<file path="config.mk">
export PLATFORM = sky130hd
export DESIGN_NAME = multicycle_ctrl
export DESIGN_NICKNAME = d
export VERILOG_FILES = /design/src/rtl/multicycle_ctrl.sv
export SDC_FILE = /design/constraint.sdc
export NUM_CORES = 1
export LEC_CHECK = 0
export CORE_MARGIN = 10
export CORE_UTILIZATION = 28
export CTS_CLUSTER_DIAMETER = 60
export DETAILED_ROUTE_END_ITERATION = 16
export SLEW_MARGIN = 20
export SYNTH_ARGS = -nofsm -noshare
export SYNTH_HDL_FRONTEND = slang
export SYNTH_SLANG_ARGS = --single-unit
</file>
<file path="constraint.sdc">
create_clock -name clk_i -period 5.91 [get_ports clk_i]
set_input_delay 1.182 -clock clk_i [delete_from_list [all_inputs] [get_ports clk_i]]
set_output_delay 1.182 -clock clk_i [all_outputs]
set_load 0.1 [all_outputs]
</file>
<file path="src/rtl/multicycle_ctrl.sv">
// -----------------------------------------------------------------------------
// multicycle_ctrl
//
// Control FSM for a five-state multicycle RISC-V-style core (IF, ID, EX, MEM,
// WB). It sequences instruction fetch, decode, execute, data memory access and
// write-back. It also counts retired instructions.
//
// Ports
//   clk_i          rising-edge clock for all state
//   rst_i          asynchronous active-low reset
//   instr_i        instruction word; sampled in IF when mem_ready_i=1
//   mem_ready_i    completion strobe for the outstanding memory request
//   zero_i         ALU zero flag; used by branches in EX
//   mem_req_o      memory request, held until the accepting mem_ready_i cycle
//   mem_write_o    request is a store (0 = read)
//   ir_write_o     latch instr_i into the datapath IR
//   pc_write_o     load PC from the next-PC mux
//   pc_sel_o       next-PC select: 0 = PC+4, 1 = branch/jump target
//   reg_write_o    register-file write enable
//   alu_src_o      ALU operand B: 0 = rs2, 1 = immediate
//   alu_op_o       00 add, 01 sub/compare, 10 funct-decoded
//   state_o        current state: IF=0, ID=1, EX=2, MEM=3, WB=4
//   retire_cnt_o   retired-instruction counter (wraps at 16 bits)
// -----------------------------------------------------------------------------
module multicycle_ctrl (
  input  logic        clk_i,
  input  logic        rst_i,
  input  logic [31:0] instr_i,
  input  logic        mem_ready_i,
  input  logic        zero_i,
  output logic        mem_req_o,
  output logic        mem_write_o,
  output logic        ir_write_o,
  output logic        pc_write_o,
  output logic        pc_sel_o,
  output logic        reg_write_o,
  output logic        alu_src_o,
  output logic [1:0]  alu_op_o,
  output logic [2:0]  state_o,
  output logic [15:0] retire_cnt_o
);

  typedef enum logic [2:0] {
    StIf  = 3'd0,
    StId  = 3'd1,
    StEx  = 3'd2,
    StMem = 3'd3,
    StWb  = 3'd4
  } state_e;

  localparam logic [6:0] OpRType  = 7'b0110011;
  localparam logic [6:0] OpIAlu   = 7'b0010011;
  localparam logic [6:0] OpLoad   = 7'b0000011;
  localparam logic [6:0] OpStore  = 7'b0100011;
  localparam logic [6:0] OpBranch = 7'b1100011;
  localparam logic [6:0] OpJal    = 7'b1101111;

  localparam logic [1:0] AluAdd   = 2'b00;
  localparam logic [1:0] AluSub   = 2'b01;
  localparam logic [1:0] AluFunct = 2'b10;

  state_e      state_q, state_d;
  logic [6:0]  opcode_q, opcode_d;
  logic        zero_q, zero_d;
  logic [15:0] retire_cnt_q, retire_cnt_d;
  logic        retire;

  // run_q holds outputs quiet until the first clock edge after reset release.
  // The fetch request therefore appears on that edge, not on the deasserting
  // edge of rst_i.
  logic        run_q;

  // Opcode class decode of the latched opcode.
  logic is_rtype, is_ialu, is_load, is_store, is_branch, is_jal, is_legal;

  always_comb begin
    is_rtype  = (opcode_q == OpRType);
    is_ialu   = (opcode_q == OpIAlu);
    is_load   = (opcode_q == OpLoad);
    is_store  = (opcode_q == OpStore);
    is_branch = (opcode_q == OpBranch);
    is_jal    = (opcode_q == OpJal);
    is_legal  = is_rtype | is_ialu | is_load | is_store | is_branch | is_jal;
  end

  // ---------------------------------------------------------------------------
  // State registers
  // ---------------------------------------------------------------------------
  always_ff @(posedge clk_i or negedge rst_i) begin
    if (!rst_i) begin
      state_q      <= StIf;
      opcode_q     <= 7'd0;
      zero_q       <= 1'b0;
      retire_cnt_q <= 16'd0;
      run_q        <= 1'b0;
    end else begin
      state_q      <= state_d;
      opcode_q     <= opcode_d;
      zero_q       <= zero_d;
      retire_cnt_q <= retire_cnt_d;
      run_q        <= 1'b1;
    end
  end

  // ---------------------------------------------------------------------------
  // Next-state and output logic
  // ---------------------------------------------------------------------------
  always_comb begin
    state_d     = state_q;
    opcode_d    = opcode_q;
    zero_d      = zero_q;
    retire      = 1'b0;
    mem_req_o   = 1'b0;
    mem_write_o = 1'b0;
    ir_write_o  = 1'b0;
    pc_write_o  = 1'b0;
    pc_sel_o    = 1'b0;
    reg_write_o = 1'b0;
    alu_src_o   = 1'b0;
    alu_op_o    = AluAdd;

    unique case (state_q)
      StIf: begin
        mem_req_o = run_q;
        if (run_q && mem_ready_i) begin
          // Fetch accepted: capture IR and advance PC to PC+4 together.
          ir_write_o = 1'b1;
          pc_write_o = 1'b1;
          opcode_d   = instr_i[6:0];
          state_d    = StId;
        end
      end

      StId: begin
        if (is_legal) begin
          state_d = StEx;
        end else begin
          // Unknown opcode: retire as a NOP without touching any state.
          retire  = 1'b1;
          state_d = StIf;
        end
      end

      StEx: begin
        if (is_rtype) begin
          alu_op_o  = AluFunct;
          alu_src_o = 1'b0;
          state_d   = StWb;
        end else if (is_ialu) begin
          alu_op_o  = AluFunct;
          alu_src_o = 1'b1;
          state_d   = StWb;
        end else if (is_load || is_store) begin
          alu_op_o  = AluAdd;
          alu_src_o = 1'b1;
          state_d   = StMem;
        end else if (is_branch) begin
          // Compare happens this cycle, so the taken decision uses the live
          // zero flag; the flag is also captured for the rest of the core.
          alu_op_o   = AluSub;
          alu_src_o  = 1'b0;
          zero_d     = zero_i;
          pc_write_o = zero_i;
          pc_sel_o   = zero_i;
          retire     = 1'b1;
          state_d    = StIf;
        end else if (is_jal) begin
          alu_op_o  = AluAdd;
          alu_src_o = 1'b1;
          state_d   = StWb;
        end else begin
          state_d = StIf;
        end
      end

      StMem: begin
        mem_req_o   = 1'b1;
        mem_write_o = is_store;
        if (mem_ready_i) begin
          if (is_store) begin
            retire  = 1'b1;
            state_d = StIf;
          end else begin
            state_d = StWb;
          end
        end
      end

      StWb: begin
        reg_write_o = 1'b1;
        pc_write_o  = is_jal;
        pc_sel_o    = is_jal;
        retire      = 1'b1;
        state_d     = StIf;
      end

      default: begin
        state_d = StIf;
      end
    endcase
  end

  always_comb begin
    retire_cnt_d = retire_cnt_q;
    if (retire) begin
      retire_cnt_d = retire_cnt_q + 16'd1;
    end
  end

  assign state_o      = state_q;
  assign retire_cnt_o = retire_cnt_q;

  // Upper instruction bits belong to the datapath; the latched zero flag is
  // kept for the datapath and is not needed by the sequencing itself.
  logic unused_sigs;
  assign unused_sigs = ^{instr_i[31:7], zero_q};

endmodule

</file>
==> summary.txt <==
crit path cell chain -> clkdlybuf4s50_1 -> nand3_1 -> a21oi_2 -> clkdlybuf4s50_1
Root Buffer -> clkbuf_8
CTS tree -> yes
layout cells sized above 1 -> 0.124
vias -> 1103
Synth Register Bits -> 27
DR iter-0 viols -> 44
area leader, netlist -> dfrtp_1
Max clock buf depth -> 2
CP required -> 4.73 ns
VDD IR max -> 0.373 mV
final antenna-violating net count -> 0
io pins -> 64
final cycle utilization of the critical path -> 0.712
DR WL/cell -> 14.3 um
Syn Area/Cell -> 10.6 um2
Filler cells -> 485
Final Hold Fails -> 0
cts repair resizes -> 0
Finished Layout Cells -> 237
Min-Delay Path Class -> reg -> reg
starting density of the core -> 0.293
Rows -> 25
Startpoint Class -> primary input
dpl cells -> 233
asr flop ratio synth -> 1.00
TritonCTS Buffers -> 3
P&R area growth vs syn -> 34.7%
detailed-route wire length -> 3390 um
Setup violations, final -> 0
Worst path max stage delay -> 1.15 ns
largest fanout on the critical path -> 2
pin count of the biggest net entering global routing -> 28
H-tree depth -> 1
max-cap violation count -> 0
CTS clk-pin slew, worst paths -> 0.09 ns
Ant. Diodes -> 0
drt first pass iters -> 4
width of the die -> 91.0 um
Post-synth EDFFs -> 0
Synth Warn # -> 0
cell family with most CP delay -> buffers and inverters
status -> completed
syn_nets -> 170
Post-synth top flop -> dfrtp_1
Slew headroom -> 0.340
via/cell ratio -> 4.65
CTS Sinks -> 27
Die Y -> 91.0 um
Crit path depth -> 4
core area -> 4820 um2
critical path capture point type -> primary output
vias in the first global route -> 1191
M1 wire length -> 1490 um
mapped cell area -> 1410 um2
WP buf/inv -> 2
RSZ-0062 raised after global routing -> false
total gr overflow -> 0
hold_buf cts -> 0
critical path type -> in -> out
Syn Inst Count -> 133
Slew Viols, Final -> 0
Worst R2R Path Depth -> 5
clock skew -> 0.00402 ns
Slowest cell on crit path -> clkdlybuf4s50_1
Worst EP arrival -> 3.03 ns
I/O Buffers -> 38
Hold Path Depth -> 1
fin crit period -> 4.21 ns
pwr dens -> 341 nW/um2
Leak -> 0.000708 uW
postcts setup bufs -> 0
Synth top area share -> 0.478
antenna violations before repair -> 0
later-pin clock latency in the skew report -> 0.28 ns
DP Wirelength -> 2590 um
fmax -> 238 MHz
Worst path most repeated cell -> clkdlybuf4s50_1
post-synthesis sequential area ratio -> 0.478
synth unique cells -> 36
actual slew at the worst max-slew pin -> 0.987 ns
synth top area cells -> dfrtp_1, xor2_1, mux2_2
die area -> 8290 um2
Placer Congestion -> 0.776
DRC violations left -> 0
GRT Util Overall -> 0.0810
TNS Setup -> 0 ns
metal2 WL -> 1520 um
NumNets Final -> 208
met3 WL -> 345 um
Top Layer Used -> met4
global-route wire length before repair -> 5640 um
layer usage:
metal  track usage  vias up
met5             0        -
met4        0.0313        0
met2         0.122       40
met3        0.0354        4
met1        0.0996      517
li1              -      542
cells by family (layout without fill, tap and decap cells):
logic type / after synthesis / in the layout / synth area share
compound gates: 14 / 14 / 0.0921
xor+xnor: 15 / 15 / 0.0930
fa+ha+maj: 1 / 1 / 0.00886
buf+inv: 8 / 45 / 0.0292
flops: 27 / 27 / 0.478
mux: 7 / 7 / 0.0558
other cells: 1 / 1 / 0.00265
simple gates: 60 / 60 / 0.240
metrics by stage:
stage	total power, uW	hold slack [ns]	util	area, um2	worst slack (ns)
after CTS	656	0.491	0.395	1900	1.68
after floorplan	471	0.481	-	1420	0.363
after global routing	680	0.513	0.395	1900	1.61
final	648	0.481	0.395	1900	1.70
after global placement	541	0.462	0.385	1850	1.71
after detailed placement	546	0.471	0.385	1850	1.69
worst register-to-register path, cell delays in order, from the launching register on:
cell and delay, ns:
dfrtp_1 0.41, or2_1 0.33, or3_1 0.48, a311oi_4 0.68
nor4_1 0.19, xor2_1 0.18
registers in the layout, indices dropped and copies added, names as in the netlist:
register      flops
retire_cnt_o     16
run_q             1
opcode_q          7
state_o           3
final timing paths:
check | from | end | slack (ns)
min in group asynchronous | rst_i | retire_cnt_o[1]$_DFFE_PN0P_ | 1.26
min reg2reg | retire_cnt_o[15]$_DFFE_PN0P_ | retire_cnt_o[15]$_DFFE_PN0P_ | 0.48
max | zero_i | pc_sel_o | 1.70
max in group asynchronous | rst_i | opcode_q[3]$_DFFE_PN0P_ | 4.39
max reg2reg | opcode_q[2]$_DFFE_PN0P_ | retire_cnt_o[12]$_DFFE_PN0P_ | 3.51
min | retire_cnt_o[15]$_DFFE_PN0P_ | retire_cnt_o[15]$_DFFE_PN0P_ | 0.48
cell usage after synthesis, types with 3 or more instances:
master and n:
buf_2 3, a21oi_1 5, nor3b_1 6, nor2_1 8, nand3_1 8, xor2_1 13, mux2_2 6, nor3_1 8
nor4_1 5, dfrtp_1 27, nand2_1 9
where the power goes:
group / switching, uW / total, uW / internal [uW]
registers: 35.9 / 250 / 214
clock network: 60.0 / 108 / 47.9
logic: 213 / 290 / 76.8
total: 309 / 648 / 339
placed cells by master (no fill, tap or decap), types with 3 or more instances in the layout:
cell and instances:
clkdlybuf4s50_1 36, dfrtp_1 27, xor2_1 13, nand2_1 9, nor3_1 8, nand3_1 8
nor2_1 8, mux2_2 6, nor3b_1 5, nor4_1 5, a21oi_1 4, clkbuf_8 3
buf_4 3
final cells by class:
class,instances,area (um2),share of cell area
Inverter,2,7.51,0.00394
Clock inverter,1,7.51,0.00394
Clock buffer,3,41.3,0.0217
Sequential cell,27,676,0.355
Timing Repair Buffer,39,383,0.201
Tap cell,67,83.8,0.0440
Multi-Input combinational cell,98,704,0.370
(Power assumes the default switching activity.)
